<file path="src/rtl/hsv2rgb_pipe.sv">
// Four-stage HSV-to-RGB converter with a valid/ready stream on both sides.
// While the output holds a pixel that has not been accepted, every stage freezes.
module hsv2rgb_pipe #(
    parameter int unsigned HUE_W = 9,
    parameter int unsigned CH_W  = 8
) (
    input  logic             clk,
    input  logic             reset,
    input  logic             in_valid,
    output logic             in_ready,
    input  logic [HUE_W-1:0] h,
    input  logic [CH_W-1:0]  s,
    input  logic [CH_W-1:0]  v,
    output logic             out_valid,
    input  logic             out_ready,
    output logic [CH_W-1:0]  r,
    output logic [CH_W-1:0]  g,
    output logic [CH_W-1:0]  b
);

    localparam int unsigned PW = 2 * CH_W;
    localparam logic [CH_W-1:0] ChMax = {CH_W{1'b1}};

    logic w_stall;
    logic r_vld1, r_vld2, r_vld3, r_vld4;

    assign w_stall   = r_vld4 && !out_ready;
    assign in_ready  = !w_stall;
    assign out_valid = r_vld4;

    // Stage 1: hue wrap and sector split
    logic [HUE_W-1:0] w_hw;
    logic [2:0]       w_sector;
    logic [5:0]       w_f;
    logic [2:0]       r1_sector;
    logic [5:0]       r1_f;
    logic [CH_W-1:0]  r1_s, r1_v;
    logic             r1_grey;

    assign w_hw = (h >= HUE_W'(360)) ? h - HUE_W'(360) : h;

    always_comb begin
        w_sector = 3'd0;
        w_f      = 6'(w_hw);
        if (w_hw >= HUE_W'(300)) begin
            w_sector = 3'd5;
            w_f      = 6'(w_hw - HUE_W'(300));
        end else if (w_hw >= HUE_W'(240)) begin
            w_sector = 3'd4;
            w_f      = 6'(w_hw - HUE_W'(240));
        end else if (w_hw >= HUE_W'(180)) begin
            w_sector = 3'd3;
            w_f      = 6'(w_hw - HUE_W'(180));
        end else if (w_hw >= HUE_W'(120)) begin
            w_sector = 3'd2;
            w_f      = 6'(w_hw - HUE_W'(120));
        end else if (w_hw >= HUE_W'(60)) begin
            w_sector = 3'd1;
            w_f      = 6'(w_hw - HUE_W'(60));
        end
    end

    // Stage 2: fractional ramp and first-level products
    logic [CH_W-1:0] w_ff, w_a, w_c, w_p;
    logic [2:0]      r2_sector;
    logic            r2_grey;
    logic [CH_W-1:0] r2_v, r2_a, r2_c, r2_p;

    // f*273/64 stretches 0..59 onto roughly 0..255
    assign w_ff = CH_W'((PW'(r1_f) * PW'(273)) >> 6);
    assign w_a  = CH_W'((PW'(r1_s) * PW'(w_ff)) >> CH_W);
    assign w_c  = CH_W'((PW'(r1_s) * PW'(ChMax - w_ff)) >> CH_W);
    assign w_p  = CH_W'((PW'(r1_v) * PW'(ChMax - r1_s)) >> CH_W);

    // Stage 3: falling and rising edges
    logic [CH_W-1:0] w_q, w_t;
    logic [2:0]      r3_sector;
    logic            r3_grey;
    logic [CH_W-1:0] r3_v, r3_p, r3_q, r3_t;

    assign w_q = CH_W'((PW'(r2_v) * PW'(ChMax - r2_a)) >> CH_W);
    assign w_t = CH_W'((PW'(r2_v) * PW'(ChMax - r2_c)) >> CH_W);

    // Stage 4: sector mux
    logic [CH_W-1:0] w_r, w_g, w_b;

    always_comb begin
        w_r = r3_v;
        w_g = r3_p;
        w_b = r3_p;
        unique case (r3_sector)
            3'd0: begin w_r = r3_v; w_g = r3_t; w_b = r3_p; end
            3'd1: begin w_r = r3_q; w_g = r3_v; w_b = r3_p; end
            3'd2: begin w_r = r3_p; w_g = r3_v; w_b = r3_t; end
            3'd3: begin w_r = r3_p; w_g = r3_q; w_b = r3_v; end
            3'd4: begin w_r = r3_t; w_g = r3_p; w_b = r3_v; end
            default: begin w_r = r3_v; w_g = r3_p; w_b = r3_q; end
        endcase
        // Grey pixels skip the truncated products so the output equals v exactly
        if (r3_grey) begin
            w_r = r3_v;
            w_g = r3_v;
            w_b = r3_v;
        end
    end

    always_ff @(posedge clk) begin
        if (!w_stall) begin
            r1_sector <= w_sector;
            r1_f      <= w_f;
            r1_s      <= s;
            r1_v      <= v;
            r1_grey   <= (s == '0);
            r2_sector <= r1_sector;
            r2_grey   <= r1_grey;
            r2_v      <= r1_v;
            r2_a      <= w_a;
            r2_c      <= w_c;
            r2_p      <= w_p;
            r3_sector <= r2_sector;
            r3_grey   <= r2_grey;
            r3_v      <= r2_v;
            r3_p      <= r2_p;
            r3_q      <= w_q;
            r3_t      <= w_t;
        end
    end

    always_ff @(posedge clk) begin
        if (reset) begin
            r_vld1 <= 1'b0;
            r_vld2 <= 1'b0;
            r_vld3 <= 1'b0;
            r_vld4 <= 1'b0;
            r      <= '0;
            g      <= '0;
            b      <= '0;
        end else if (!w_stall) begin
            r_vld1 <= in_valid;
            r_vld2 <= r_vld1;
            r_vld3 <= r_vld2;
            r_vld4 <= r_vld3;
            r      <= w_r;
            g      <= w_g;
            b      <= w_b;
        end
    end

endmodule
</file>
<file path="config.mk">
export PLATFORM = sky130hd
export DESIGN_NAME = hsv2rgb_pipe
export DESIGN_NICKNAME = d
export VERILOG_FILES = /design/src/rtl/hsv2rgb_pipe.sv
export SDC_FILE = /design/constraint.sdc
export NUM_CORES = 1
export LEC_CHECK = 0
export ABC_CLOCK_PERIOD_IN_PS = 6850
export CAP_MARGIN = 30
export CORE_AREA = 5 5 184 186
export DETAILED_ROUTE_END_ITERATION = 8
export DIE_AREA = 0 0 189 191
export PLACE_DENSITY = 0.67
export SLEW_MARGIN = 5
export SYNTH_ARGS = -nofsm -noshare
export SYNTH_HDL_FRONTEND = slang
export SYNTH_SLANG_ARGS = --single-unit
</file>
<file path="constraint.sdc">
create_clock -name clk -period 6.85 [get_ports clk]
set_input_delay 1.37 -clock clk [delete_from_list [all_inputs] [get_ports clk]]
set_output_delay 1.37 -clock clk [all_outputs]
set_load 0.005 [all_outputs]
</file>
# ---- Yosys cells after proc, flatten, opt, wreduce, memory -nomap -nowiden
# Cells that the tools add are included.
dict set report word_totals {
  out_inout_bits 26
  wordCells 77
  in_bits 29
  regBits 126
}
dict set report op_classes {
  muxes 16
  n_reduce_logical 10
  n_lt_le_gt_ge 6
  n_eq_ne 4
  multipliers 6
  n_addsub 10
}
# op n
set op_table {}
lappend op_table {{8-bit one-hot mux with 3 select lines} 3}
lappend op_table {{9-bit by 9-bit multiplier with 16-bit output} 4}
lappend op_table {{8-bit by 8-bit subtractor with 9-bit output, first input constant} 4}
lappend op_table {{6-bit two-way mux} 5}
lappend op_table {{6-bit subtractor, second input constant} 5}
lappend op_table {{8-bit two-way mux} 3}
lappend op_table {{9-bit by 8-bit greater-or-equal comparator with 1-bit output, second input constant} 2}
lappend op_table {{9-bit greater-or-equal comparator, second input constant} 2}
lappend op_table {{8-bit by 8-bit multiplier with 16-bit output} 1}
lappend op_table {{6-bit by 9-bit multiplier with 14-bit output, second input constant} 1}
lappend op_table {{2-bit OR reduction} 5}
lappend op_table {{9-bit by 6-bit greater-or-equal comparator with 1-bit output, second input constant} 1}
lappend op_table {{9-bit by 7-bit greater-or-equal comparator with 1-bit output, second input constant} 1}
lappend op_table {{9-bit two-way mux} 1}
lappend op_table {{9-bit subtractor, second input constant} 1}
lappend op_table {{8-bit zero test} 1}
lappend op_table {{3-bit by 2-bit equality test with 1-bit output, second input constant} 2}
lappend op_table {{2-bit two-way mux} 2}
lappend op_table {{3-bit by 1-bit equality test with 1-bit output, second input constant} 1}
lappend op_table {{3-bit equality test, second input constant} 1}
lappend op_table {{3-bit zero test} 1}
lappend op_table {{1-bit zero test} 2}
lappend op_table {{1-bit two-way mux} 2}
lappend op_table {{1-bit logical AND} 1}

# ---- Longest topological paths before layout
dict set report depth {
  depth_word 8
  depth_mapped 25
  depth_no_buf 23
}

# ---- Worst setup path after synthesis
# No wires, ideal clock.
dict set report synth_path {
  path_type {register -> register}
  from {register r1_f[5]}
  to {register r2_a[7] (data pin)}
  path_stages_with_launch 23
  setup_slack_ns 0.800
  t_arrival_ns 5.791
  period_less_slack_ns 6.050
  path_buffers 2
  setup_time_ns 0.260
  required_ns 6.590
  path_cell_list {edfxtp_1 ha_1 ha_1 ha_1 fa_1 clkbuf_1 nand3_1 xor2_1 clkbuf_1 nand2b_1 fa_1 fa_1 inv_1 fa_1 inv_1 fa_1 inv_1 ha_1 or3_1 o221a_2 a211o_1 a21oi_1 xnor2_1}
}
dict set report synth_between {
  elab_chain_cells 2
}
# element line_no
set synth_lines {}
lappend synth_lines {{start: declaration} 36} ;# logic [5:0] r1_f;
lappend synth_lines {{start signal: assignment} 110} ;# r1_f <= w_f;
lappend synth_lines {{6-bit by 9-bit multiplier with 14-bit output} 70} ;# assign w_ff = CH_W'((PW'(r1_f) * PW'(273)) >> 6);
lappend synth_lines {{8-bit by 8-bit multiplier with 16-bit output} 71} ;# assign w_a = CH_W'((PW'(r1_s) * PW'(w_ff)) >> CH_W);
lappend synth_lines {{via w_a[7]} 64} ;# logic [CH_W-1:0] w_ff, w_a, w_c, w_p;
lappend synth_lines {{end signal: assignment} 117} ;# r2_a <= w_a;
lappend synth_lines {{end: declaration} 67} ;# logic [CH_W-1:0] r2_v, r2_a, r2_c, r2_p;
# The timed path passes the listed nets, and every way through them passes these cells.
# A chain may end at the register's enable or synchronous reset.

# ---- Worst setup path in the final report
# Ends and elaborated chain as after synthesis.

==> results.rst <==
.. list-table::
   :header-rows: 1

   * - Metric
     - Value
   * - CTS tree
     - done
   * - # diodes
     - 0
   * - Capture point of the critical path
     - r2_a[7]
   * - Clock-pin slew on the worst setup and hold paths
     - 0.07 ns
   * - Number of nets in the layout
     - 2058
   * - Resized Gates After CTS
     - 0
   * - Horizontal die dimension
     - 189 um
   * - Sequential cell area fraction in the yosys report
     - 22.3%
   * - Iter 0 DRT Violations
     - 569
   * - Fmax
     - 157 MHz
   * - Fraction of registers with async set or reset after synthesis
     - 0%
   * - Placer's final routability congestion estimate
     - 0.873
   * - Fraction of final layout cells with drive strength greater than 1
     - 4.60%
   * - Detail-routed net length per standard cell
     - 16.1 um
   * - Arrival time at the worst endpoint
     - 6.57 ns
   * - Number of pins exceeding their max-slew limit in the final report
     - 0
   * - Vias in the first global route
     - 11900
   * - Hold-fix buffers, CTS
     - 0
   * - Top FF cell, synth
     - edfxtp_1
   * - Worst min path class
     - flip-flop to flip-flop
   * - TritonCTS buffer count
     - 17
   * - Via count
     - 11100
   * - Status
     - finished, final reports clean
   * - Largest fanout on the critical path
     - 13
   * - Number of antenna violations at the first check in global routing
     - 0
   * - RSZ-0062 raised after global routing
     - no
   * - Site Rows
     - 66
   * - Wire length of the first global-routing pass
     - 58400 um
   * - Total count of hold-check failures in the final report
     - 0
   * - Slew margin rel.
     - 38.3%
   * - Launching element of the worst setup path
     - r1_f[5]
   * - IO Pins
     - 55
   * - GR Overflow Total
     - 0
   * - Number of iterations in the first detailed-routing pass
     - 6
   * - Number of clock sinks
     - 126
   * - Reg2reg path depth
     - 24
   * - Worst path required time
     - 7.04 ns
   * - Library cell occupying the most area in the post-synthesis netlist
     - fa_1
   * - Share of the synthesized area in the top cell type
     - 22.9%
   * - Clock tree root driver cell
     - clkbuf_16
   * - Count of buffers inserted at the top-level ports
     - 54
   * - Largest net degree at the start of global routing
     - 66
   * - Transition at the pin with the smallest max-transition slack
     - 0.925 ns
   * - Combined global-route utilization of all metal layers
     - 19.8%
   * - Core Footprint
     - 0.0321 mm2
   * - Via-per-instance ratio
     - 5.35
   * - HPWL Detailed
     - 25400 um
   * - Worst setup EP type
     - flip-flop
   * - Die Y-Extent
     - 191 um
   * - Final routed DRC violation total
     - 0
   * - Most frequent cells after synthesis
     - 289 x inv_1, 187 x ha_1, 180 x fa_1
   * - Time the worst path needs with I/O delays and setup
     - 6.38 ns
   * - Maximum buffer depth of the clock tree
     - 2
   * - Post-synth EDFFs
     - 98
   * - Worst R2R End
     - r2_a[7]
   * - Nets in the synthesized netlist
     - 2028
   * - Netlist Area Pre-Place
     - 0.0157 mm2
   * - Final clock period utilization by the worst path
     - 93.2%
   * - Library cell with the highest instance count after synthesis
     - inv_1
   * - Setup Buffers After CTS
     - 0
   * - Avg Inst Size Synth
     - 9.64 um2
   * - RR Startpoint
     - r1_f[5]
   * - Aggregate negative setup slack
     - 0 ns
   * - Type of the worst setup path
     - flip-flop to flip-flop
   * - Post-Route WL
     - 33600 um
   * - Remaining antenna violation count after routing
     - 0
   * - Largest cells by area after synthesis
     - fa_1 23%, edfxtp_1 19%, ha_1 15%
   * - # setup viols final
     - 0
   * - Post-synthesis cell count
     - 1632
   * - Deepest level of the CTS H-tree
     - 4
   * - Maximum capacitance violations
     - 0
   * - Number of library cell types mapped by synthesis
     - 75
   * - Synthesis Warnings
     - 0
   * - Worst skew pair latency
     - 0.44 ns
   * - Effective utilization at floorplan
     - 49.0%
   * - Floorplan die area
     - 0.0361 mm2
   * - Critical path startpoint category
     - flip-flop
   * - Growth of design area from synthesis to finish
     - 9.94%
   * - Layout Skew
     - 0.00823 ns
   * - Reg-to-reg slack, setup
     - 0.47 ns
   * - Synth Register Bits
     - 126
-- worst min-delay path by stage --
stage,from,endpoint,slack [ns],cells after the start
after global routing,r1_sector[1],r2_sector[1],0.42,0
final,r1_sector[1],r2_sector[1],0.42,0
after CTS,r2_p[2],r3_p[2],0.42,0
after floorplan,r1_grey,r2_grey,0.40,0
after global placement,r2_p[7],r3_p[7],0.40,0
after detailed placement,r2_p[2],r3_p[2],0.40,0
-- layout by cell type (no fill, tap or decap), types with 5 or more instances in the layout --
master,instances
xor2_1,25
fa_1,180
inv_8,5
nand2b_1,120
mux2i_1,10
and3_1,9
o21bai_1,6
dfxtp_1,28
edfxtp_1,98
o21ai_0,18
a21oi_1,48
inv_1,289
o22ai_1,9
a211o_1,11
nand3b_1,9
buf_4,17
nor2b_1,136
nor2_1,33
nand4_1,12
clkdlybuf4s50_1,54
ha_1,187
xnor2_1,28
nand2_1,99
nand3_1,22
a211oi_1,18
clkbuf_16,17
and2_1,62
o211ai_1,20
a22oi_1,8
nor3_1,15
-- area by class of cell --
type / instances / area [um2]
multi-input combinational: 1154 / 10900
clock inverter: 15 / 145
clock buffer: 17 / 425
timing repair buffer: 73 / 711
fill: 2915 / 14800
sequential: 126 / 3500
inverter: 290 / 1090
tap: 408 / 510
-- critical path, cell delays in order (launching register included) --
cell and delay (ns):
edfxtp_1 0.41, ha_1 0.29, ha_1 0.19, ha_1 0.24, fa_1 0.55, nand3_1 0.14, xor2_1 0.29, buf_4 0.27
nor2b_1 0.08, fa_1 0.47, inv_1 0.05, fa_1 0.52, inv_1 0.05, fa_1 0.47, inv_1 0.05, fa_1 0.47
inv_1 0.04, ha_1 0.30, nand3_1 0.09, nand2_1 0.05, a41o_1 0.24, o221a_2 0.29, a211o_1 0.29, a21oi_1 0.19
xnor2_1 0.08
-- cell families after synthesis --
family | after synthesis | synth area share [%]
simple gates | 534 | 19.1
compound gates | 188 | 8.66
buf+inv | 352 | 8.46
xor+xnor | 54 | 3.01
mux | 11 | 0.724
fa+ha+maj | 367 | 37.8
flops | 126 | 22.3
-- through the flow --
| step | cells | util, % | cell area [um2] | setup slack, ns | hold slack [ns] |
|---|---|---|---|---|---|
| global route | 2083 | 53.8 | 17300 | 0.0954 | 0.424 |
| CTS | 2082 | 53.8 | 17300 | 0.311 | 0.421 |
| floorplan | 1632 | - | 15700 | 0.800 | 0.400 |
| finish | 2083 | 53.8 | 17300 | 0.467 | 0.417 |
| detailed placement | 2050 | 52.0 | 16700 | 0.322 | 0.405 |
| global placement | 2048 | 51.9 | 16700 | 0.478 | 0.401 |
-- per-layer routing --
metal	GRT usage [%]	wire length, um
met1	25.5	14900
met2	34.3	16500
met3	3.73	1380
met4	5.58	746
met5	0	0
Power is not shown: default switching activity piles up to over one toggle a cycle in this logic, so the estimate is an artifact.
